## config.mk

```make
export PLATFORM = sky130hd
export DESIGN_NAME = egg_lifecycle_ctrl
export DESIGN_NICKNAME = d
export VERILOG_FILES = /design/src/rtl/egg_ctrl_pkg.sv /design/src/rtl/tick_down_counter.sv /design/src/rtl/egg_lifecycle_ctrl.sv
export SDC_FILE = /design/constraint.sdc
export NUM_CORES = 1
export LEC_CHECK = 0
export BUFFER_PORTS_ARGS = -buffer_cell sky130_fd_sc_hd__buf_4
export CORE_MARGIN = 2
export CORE_UTILIZATION = 40
export CTS_CLUSTER_DIAMETER = 60
export DETAILED_ROUTE_END_ITERATION = 6
export MAX_ROUTING_LAYER = met4
export SYNTH_ARGS = -nofsm -noshare
export SYNTH_HDL_FRONTEND = slang
export SYNTH_SLANG_ARGS = --single-unit
```

## constraint.sdc

```tcl
create_clock -name clk -period 3.2 [get_ports clk]
set_input_delay 0.8 -clock clk [delete_from_list [all_inputs] [get_ports clk]]
set_output_delay 0.8 -clock clk [all_outputs]
set_load 0.05 [all_outputs]
```

## src/rtl/egg_ctrl_pkg.sv

```systemverilog
// Shared state encoding and default round parameters for the egg lifecycle controller.
package egg_ctrl_pkg;

  typedef enum logic [2:0] {
    IDLE       = 3'd0,
    SPAWN_WAIT = 3'd1,
    ACTIVE     = 3'd2,
    GAME_OVER  = 3'd3
  } state_e;

  localparam int unsigned DEF_LIFETIME_TICKS = 600;
  localparam int unsigned DEF_RESPAWN_TICKS  = 60;
  localparam int unsigned DEF_LIVES          = 3;
  localparam int unsigned DEF_TIMER_W        = 10;

endpackage

```

## src/rtl/tick_down_counter.sv

```systemverilog
// Loadable down-counter advancing on tick; terminal_o flags the tick that finds the count at 1.
module tick_down_counter #(
  parameter int unsigned W = 10
) (
  input  logic         clk,
  input  logic         rst,
  input  logic         tick_i,
  input  logic         pause_i,
  input  logic         load_i,
  input  logic [W-1:0] load_val_i,
  output logic [W-1:0] count_o,
  output logic         terminal_o
);

  logic [W-1:0] count_q, count_d;
  logic         step;

  // A zero count is idle: it never steps and never raises terminal.
  assign step       = tick_i && !pause_i && (count_q != '0);
  assign terminal_o = step && (count_q == W'(1));
  assign count_o    = count_q;

  always_comb begin
    count_d = count_q;
    if (load_i) begin
      count_d = load_val_i;
    end else if (step && !terminal_o) begin
      count_d = count_q - W'(1);
    end
  end

  // NOTE: sequential state uses non-blocking assignments so every register samples pre-edge values.
  always_ff @(posedge clk) begin
    if (rst) begin
      count_q <= '0;
    end else begin
      count_q <= count_d;
    end
  end

endmodule

```

## src/rtl/egg_lifecycle_ctrl.sv

```systemverilog
// Egg round sequencer: spawn delay, active lifetime, collection, expiry, lives and game over.
// Optional blink warning near expiry is enabled by defining EGG_BLINK_EN.
module egg_lifecycle_ctrl
  import egg_ctrl_pkg::*;
#(
  parameter int unsigned LIFETIME_TICKS = DEF_LIFETIME_TICKS,
  parameter int unsigned RESPAWN_TICKS  = DEF_RESPAWN_TICKS,
  parameter int unsigned LIVES          = DEF_LIVES,
  parameter int unsigned TIMER_W        = DEF_TIMER_W
`ifdef EGG_BLINK_EN
  ,
  parameter int unsigned WARN_TICKS     = 120,
  parameter int unsigned BLINK_TICKS    = 8
`endif
) (
  input  logic               clk,
  input  logic               rst,
  input  logic               tick,
  input  logic               start,
  input  logic               pause,
  input  logic               overlap,
  output logic               egg_visible,
  output logic               relocate,
  output logic               score_inc,
  output logic               score_clr,
  output logic [2:0]         lives,
  output logic               game_over,
  output logic [TIMER_W-1:0] time_left,
  output logic [2:0]         state_o
);

  localparam logic [TIMER_W-1:0] LIFE_V  = TIMER_W'(LIFETIME_TICKS);
  localparam logic [TIMER_W-1:0] RESP_V  = TIMER_W'(RESPAWN_TICKS);
  localparam logic [2:0]         LIVES_V = 3'(LIVES);

  state_e       state_q, state_d;
  logic [2:0]   lives_q, lives_d;
  logic         vis_q, vis_d;
  logic         go_q, go_d;
  logic         reloc_q, reloc_d;
  logic         inc_q, inc_d;
  logic         clr_q, clr_d;

  logic               tmr_load;
  logic [TIMER_W-1:0] tmr_val;
  logic [TIMER_W-1:0] tmr_count;
  logic               tmr_term;
  logic               collect;
  logic               blink_tog;

  tick_down_counter #(.W(TIMER_W)) u_timer (
    .clk        (clk),
    .rst        (rst),
    .tick_i     (tick),
    .pause_i    (pause),
    .load_i     (tmr_load),
    .load_val_i (tmr_val),
    .count_o    (tmr_count),
    .terminal_o (tmr_term)
  );

  assign collect = (state_q == ACTIVE) && overlap && !pause;

`ifdef EGG_BLINK_EN
  logic [15:0] blink_q;
  logic        in_warn;

  assign in_warn   = (state_q == ACTIVE) && tick && !pause &&
                     (tmr_count <= TIMER_W'(WARN_TICKS));
  assign blink_tog = in_warn && (blink_q == 16'(BLINK_TICKS - 1));

  // Counter restarts whenever the egg is not active, so each lifetime blinks from visible.
  always_ff @(posedge clk) begin
    if (rst || (state_q != ACTIVE)) begin
      blink_q <= '0;
    end else if (in_warn) begin
      blink_q <= blink_tog ? 16'd0 : blink_q + 16'd1;
    end
  end
`else
  assign blink_tog = 1'b0;
`endif

  // NOTE: every output of this block gets a default first, so no path can infer a latch.
  always_comb begin
    state_d  = state_q;
    lives_d  = lives_q;
    vis_d    = vis_q;
    go_d     = go_q;
    reloc_d  = 1'b0;
    inc_d    = 1'b0;
    clr_d    = 1'b0;
    tmr_load = 1'b0;
    tmr_val  = RESP_V;

    unique case (state_q)
      IDLE, GAME_OVER: begin
        if (start) begin
          state_d  = SPAWN_WAIT;
          tmr_load = 1'b1;
          tmr_val  = RESP_V;
          lives_d  = LIVES_V;
          clr_d    = 1'b1;
          go_d     = 1'b0;
          vis_d    = 1'b0;
        end
      end

      SPAWN_WAIT: begin
        vis_d = 1'b0;
        if (tmr_term) begin
          state_d  = ACTIVE;
          tmr_load = 1'b1;
          tmr_val  = LIFE_V;
          vis_d    = 1'b1;
        end
      end

      ACTIVE: begin
        if (blink_tog) vis_d = ~vis_q;
        // Collection takes priority over an expiry landing on the same edge.
        if (collect) begin
          inc_d    = 1'b1;
          reloc_d  = 1'b1;
          vis_d    = 1'b0;
          state_d  = SPAWN_WAIT;
          tmr_load = 1'b1;
          tmr_val  = RESP_V;
        end else if (tmr_term) begin
          vis_d = 1'b0;
          if (lives_q > 3'd1) begin
            lives_d  = lives_q - 3'd1;
            reloc_d  = 1'b1;
            state_d  = SPAWN_WAIT;
            tmr_load = 1'b1;
            tmr_val  = RESP_V;
          end else begin
            lives_d  = 3'd0;
            go_d     = 1'b1;
            state_d  = GAME_OVER;
            tmr_load = 1'b1;
            tmr_val  = '0;
          end
        end
      end

      default: state_d = IDLE;
    endcase
  end

  always_ff @(posedge clk) begin
    if (rst) begin
      state_q <= IDLE;
      lives_q <= LIVES_V;
      vis_q   <= 1'b0;
      go_q    <= 1'b0;
      reloc_q <= 1'b0;
      inc_q   <= 1'b0;
      clr_q   <= 1'b0;
    end else begin
      state_q <= state_d;
      lives_q <= lives_d;
      vis_q   <= vis_d;
      go_q    <= go_d;
      reloc_q <= reloc_d;
      inc_q   <= inc_d;
      clr_q   <= clr_d;
    end
  end

  assign egg_visible = vis_q;
  assign relocate    = reloc_q;
  assign score_inc   = inc_q;
  assign score_clr   = clr_q;
  assign lives       = lives_q;
  assign game_over   = go_q;
  assign time_left   = tmr_count;
  assign state_o     = state_q;

endmodule
```

==> flow_metrics.tcl <==
set metrics [dict create \
    fin_tns_setup_ps 0 \
    drive_above_1_share_pct 24.69 \
    arrival_ps 2400 \
    met3_length_um 83 \
    avgSynthCellArea_um2 8.526 \
    path_delay_family "simple AND/OR/NAND/NOR gates" \
    peakVddDrop_mv 0.2865 \
    area_growth_pct 17.92 \
    final-setup-viol-count 0 \
    cts_sinks 20 \
    grt_usage_pct 17.23 \
    fillCellCount 284 \
    fin_crit_sh_pct 67.70 \
    synthTopCellsByArea "dfxtp_1, ha_1, a211oi_1" \
    cellPowerDensity_nw_per_um2 888.5 \
    status "complete, no violations" \
    worst_pin_slew_ps 531.3 \
    grt_pass1_vias 965 \
    worstPathMaxFanout 12 \
    start_util_pct 42.55 \
    yosys-mux-area-fraction_pct 0 \
    overflow 0 \
    synthFlopType "dfxtp_1" \
    htree_num_levels 1 \
    crit_slowest_cell "dfxtp_1" \
    clock-root-buffer "clkbuf_4" \
    dr_wl_met2_um 1269 \
    dieArea_um2 3437 \
    whs_endpoint "egg_visible$_SDFFE_PP0P_" \
    critPathRequiredTime_ps 3430 \
    io_buffers 25 \
    synth_edf_count 0 \
    clockBufferDepth 2 \
    topRoutingLayerUsed "met4" \
    via_count 1074 \
    firstDrtPassIters 4 \
    cpPeakStageDelay_ps 450 \
    crit_chain "inv_1, ha_1, nor4bb_1, and3_2, a21o_2, o22ai_1, a211oi_1" \
    r2r_start "u_timer.count_o[0]$_SDFFE_PP0P_" \
    synth.distinct_cells 41 \
    synth_top_area_cell "dfxtp_1" \
    syn_inst 140 \
    synth_seq_cells 20 \
    p_leak_nw 0.5690 \
    whs_path_depth 2 \
    drt-total-wl_um 2630 \
    synth_top_family_by_area "simple AND/OR/NAND/NOR gates" \
    place_congestion 0.8527 \
    relSlewSlack_pct 64.32 \
    hold_viol 0 \
    synthArstFlopShare_pct 0 \
    cts_buffers 3 \
    rsz0062_at_grt "false" \
    antenna_cells 0 \
    min_path_type "flip-flop to flip-flop" \
    worstRegToRegCells 7 \
    synthSimpleGateAreaFrac_pct 26.83 \
    cts_tree "done" \
    via_per_inst 5.565 \
    critPathLaunchType "flip-flop" \
    grt_pass1_wl_um 4457 \
    dpl.hpwl_um 1998 \
    clk_pin_slew_ps 110 \
    cp.buffers_inverters 1 \
    total_power_w 0.001251 \
    crit_path_start "u_timer.count_o[0]$_SDFFE_PP0P_" \
    timing.fmax_mhz 461.6 \
    rows 19 \
    synthAdderAreaFrac_pct 6.289 \
    holdCritStartpoint "egg_visible$_SDFFE_PP0P_" \
    drt_iter0_markers 35 \
    dp.cells 189 \
    io_pins 27 \
    ant_nets 0 \
    r2r-end "u_timer.count_o[9]$_SDFFE_PP0P_" \
    grt_start_max_net_pins 19 \
    clkLatencyLatePin_ps 310 \
    avgRoutedWirePerCell_um 13.63 \
    synth_area_um2 1194 \
    fin_nets 175 \
    dieHeight_um 58.63 \
    yosys_warnings 0 \
    drv_slew 0 \
    min_period_ps 2166 \
    die_x_um 58.63 \
    cts_setup_buffers 0 \
    synth_compound_area_share_pct 21.80 \
    regToRegSetupSlack_ps 1030 \
    grt_antenna_before_repair 0 \
    synth_xor_xnor_area_share_pct 3.669 \
    seq_area_frac_synth_pct 33.54 \
    maxCapViolCount 0 \
    cts_resized 0 \
    wl_met1_um 1239 \
    cp-end-kind "flip-flop" \
    syn-num-nets 152 \
    yosys.area.top_type_share_pct 33.54 \
    fin_util_pct 50.18 \
    layoutNonFillerInstCount 193 \
    crit_type "flip-flop to flip-flop" \
    core_um2 2805 \
    route.detailed.drc 0 \
    cts_hold_buffers 0 \
    finalClockSkew_ps 2.131 \
]
==> report_power, final <==
group          internal, W  switching [W]
Combinational     0.000253       0.000468
Clock            0.0000695      0.0000809
Sequential        0.000301      0.0000782
Total             0.000623       0.000627
==> per-layer routing <==
layer  track usage, %  vias up
met2            27.29       17
met4            5.844        0
li1                 -      546
met5                -        -
met1            22.90      506
met3            1.978        5
==> placed cells by master (no fill, tap or decap), types with 3 or more instances in the layout <==
| cell | count |
|---|---|
| nor3_1 | 8 |
| o22ai_1 | 3 |
| dfxtp_1 | 20 |
| nand3b_1 | 3 |
| nand3_1 | 5 |
| xor2_1 | 3 |
| nand2b_1 | 3 |
| o21ai_0 | 8 |
| clkbuf_4 | 3 |
| a21oi_1 | 10 |
| a211oi_1 | 7 |
| buf_4 | 25 |
| inv_1 | 11 |
| nand2_1 | 10 |
| ha_1 | 6 |
| nor2_1 | 7 |
==> tightest hold or removal path: cells and delay by family (launching register included) <==
| family | cells | cell delay [ps] |
|---|---|---|
| DFF | 1 | 330 |
| and+or+nand+nor | 1 | 50 |
| AOI/OAI and AO/OA | 1 | 50 |
==> sequential cells by signal, indices dropped and copies added, names as in the netlist <==
signal and flops:
state_o 2, lives 3, score_clr 1, egg_visible 1, u_timer.count_o 10, score_inc 1
game_over 1, relocate 1
==> synth_stat cells (5+ instances only) <==
master / instances
a21oi_1: 10
dfxtp_1: 20
nand3_1: 5
ha_1: 6
nor3_1: 8
a211oi_1: 7
nand2_1: 10
nor2_1: 7
inv_1: 11
o21ai_0: 8
==> per-stage QoR <==
stage,hold WS [ps],setup slack [ps],instance area [um2]
after floorplan,671.9,973.9,1194
after global placement,449.3,887.9,1371
after detailed placement,460.4,904.6,1371
after CTS,476.2,1038,1408
after global routing,506.4,848.1,1408
final,470.6,1034,1408
==> cell type report <==
class                      count  area (um2)  area share (%)
tap                           31       38.79           2.756
clock buffer                   4       36.28           2.578
timing repair buffer          25       187.7           13.33
multi-input combinational    102       703.2           49.96
inverter                      11       41.29           2.933
sequential                    20       400.4           28.44
==> logic make-up (layout without fill, tap and decap cells) <==
kind of cell               Yosys count  count (layout)
xor gates and xnor gates             5               5
other                                1               1
buffers and inverters               18              40
DFF                                 20              20
AOI/OAI and AO/OA                   38              38
adders and majority gates            6               6
and+or+nand+nor                     52              52
==> worst max-delay path by stage <==
stage                                            to  cells after the start
floorplan                     lives[0]$_SDFFE_PP1P_                      7
global placement    u_timer.count_o[5]$_SDFFE_PP0P_                      6
detailed placement  u_timer.count_o[6]$_SDFFE_PP0P_                      6
CTS                 u_timer.count_o[6]$_SDFFE_PP0P_                      7
global route        u_timer.count_o[9]$_SDFFE_PP0P_                      7
finish              u_timer.count_o[9]$_SDFFE_PP0P_                      7
No activity file was read; power rests on OpenSTA's default activity.
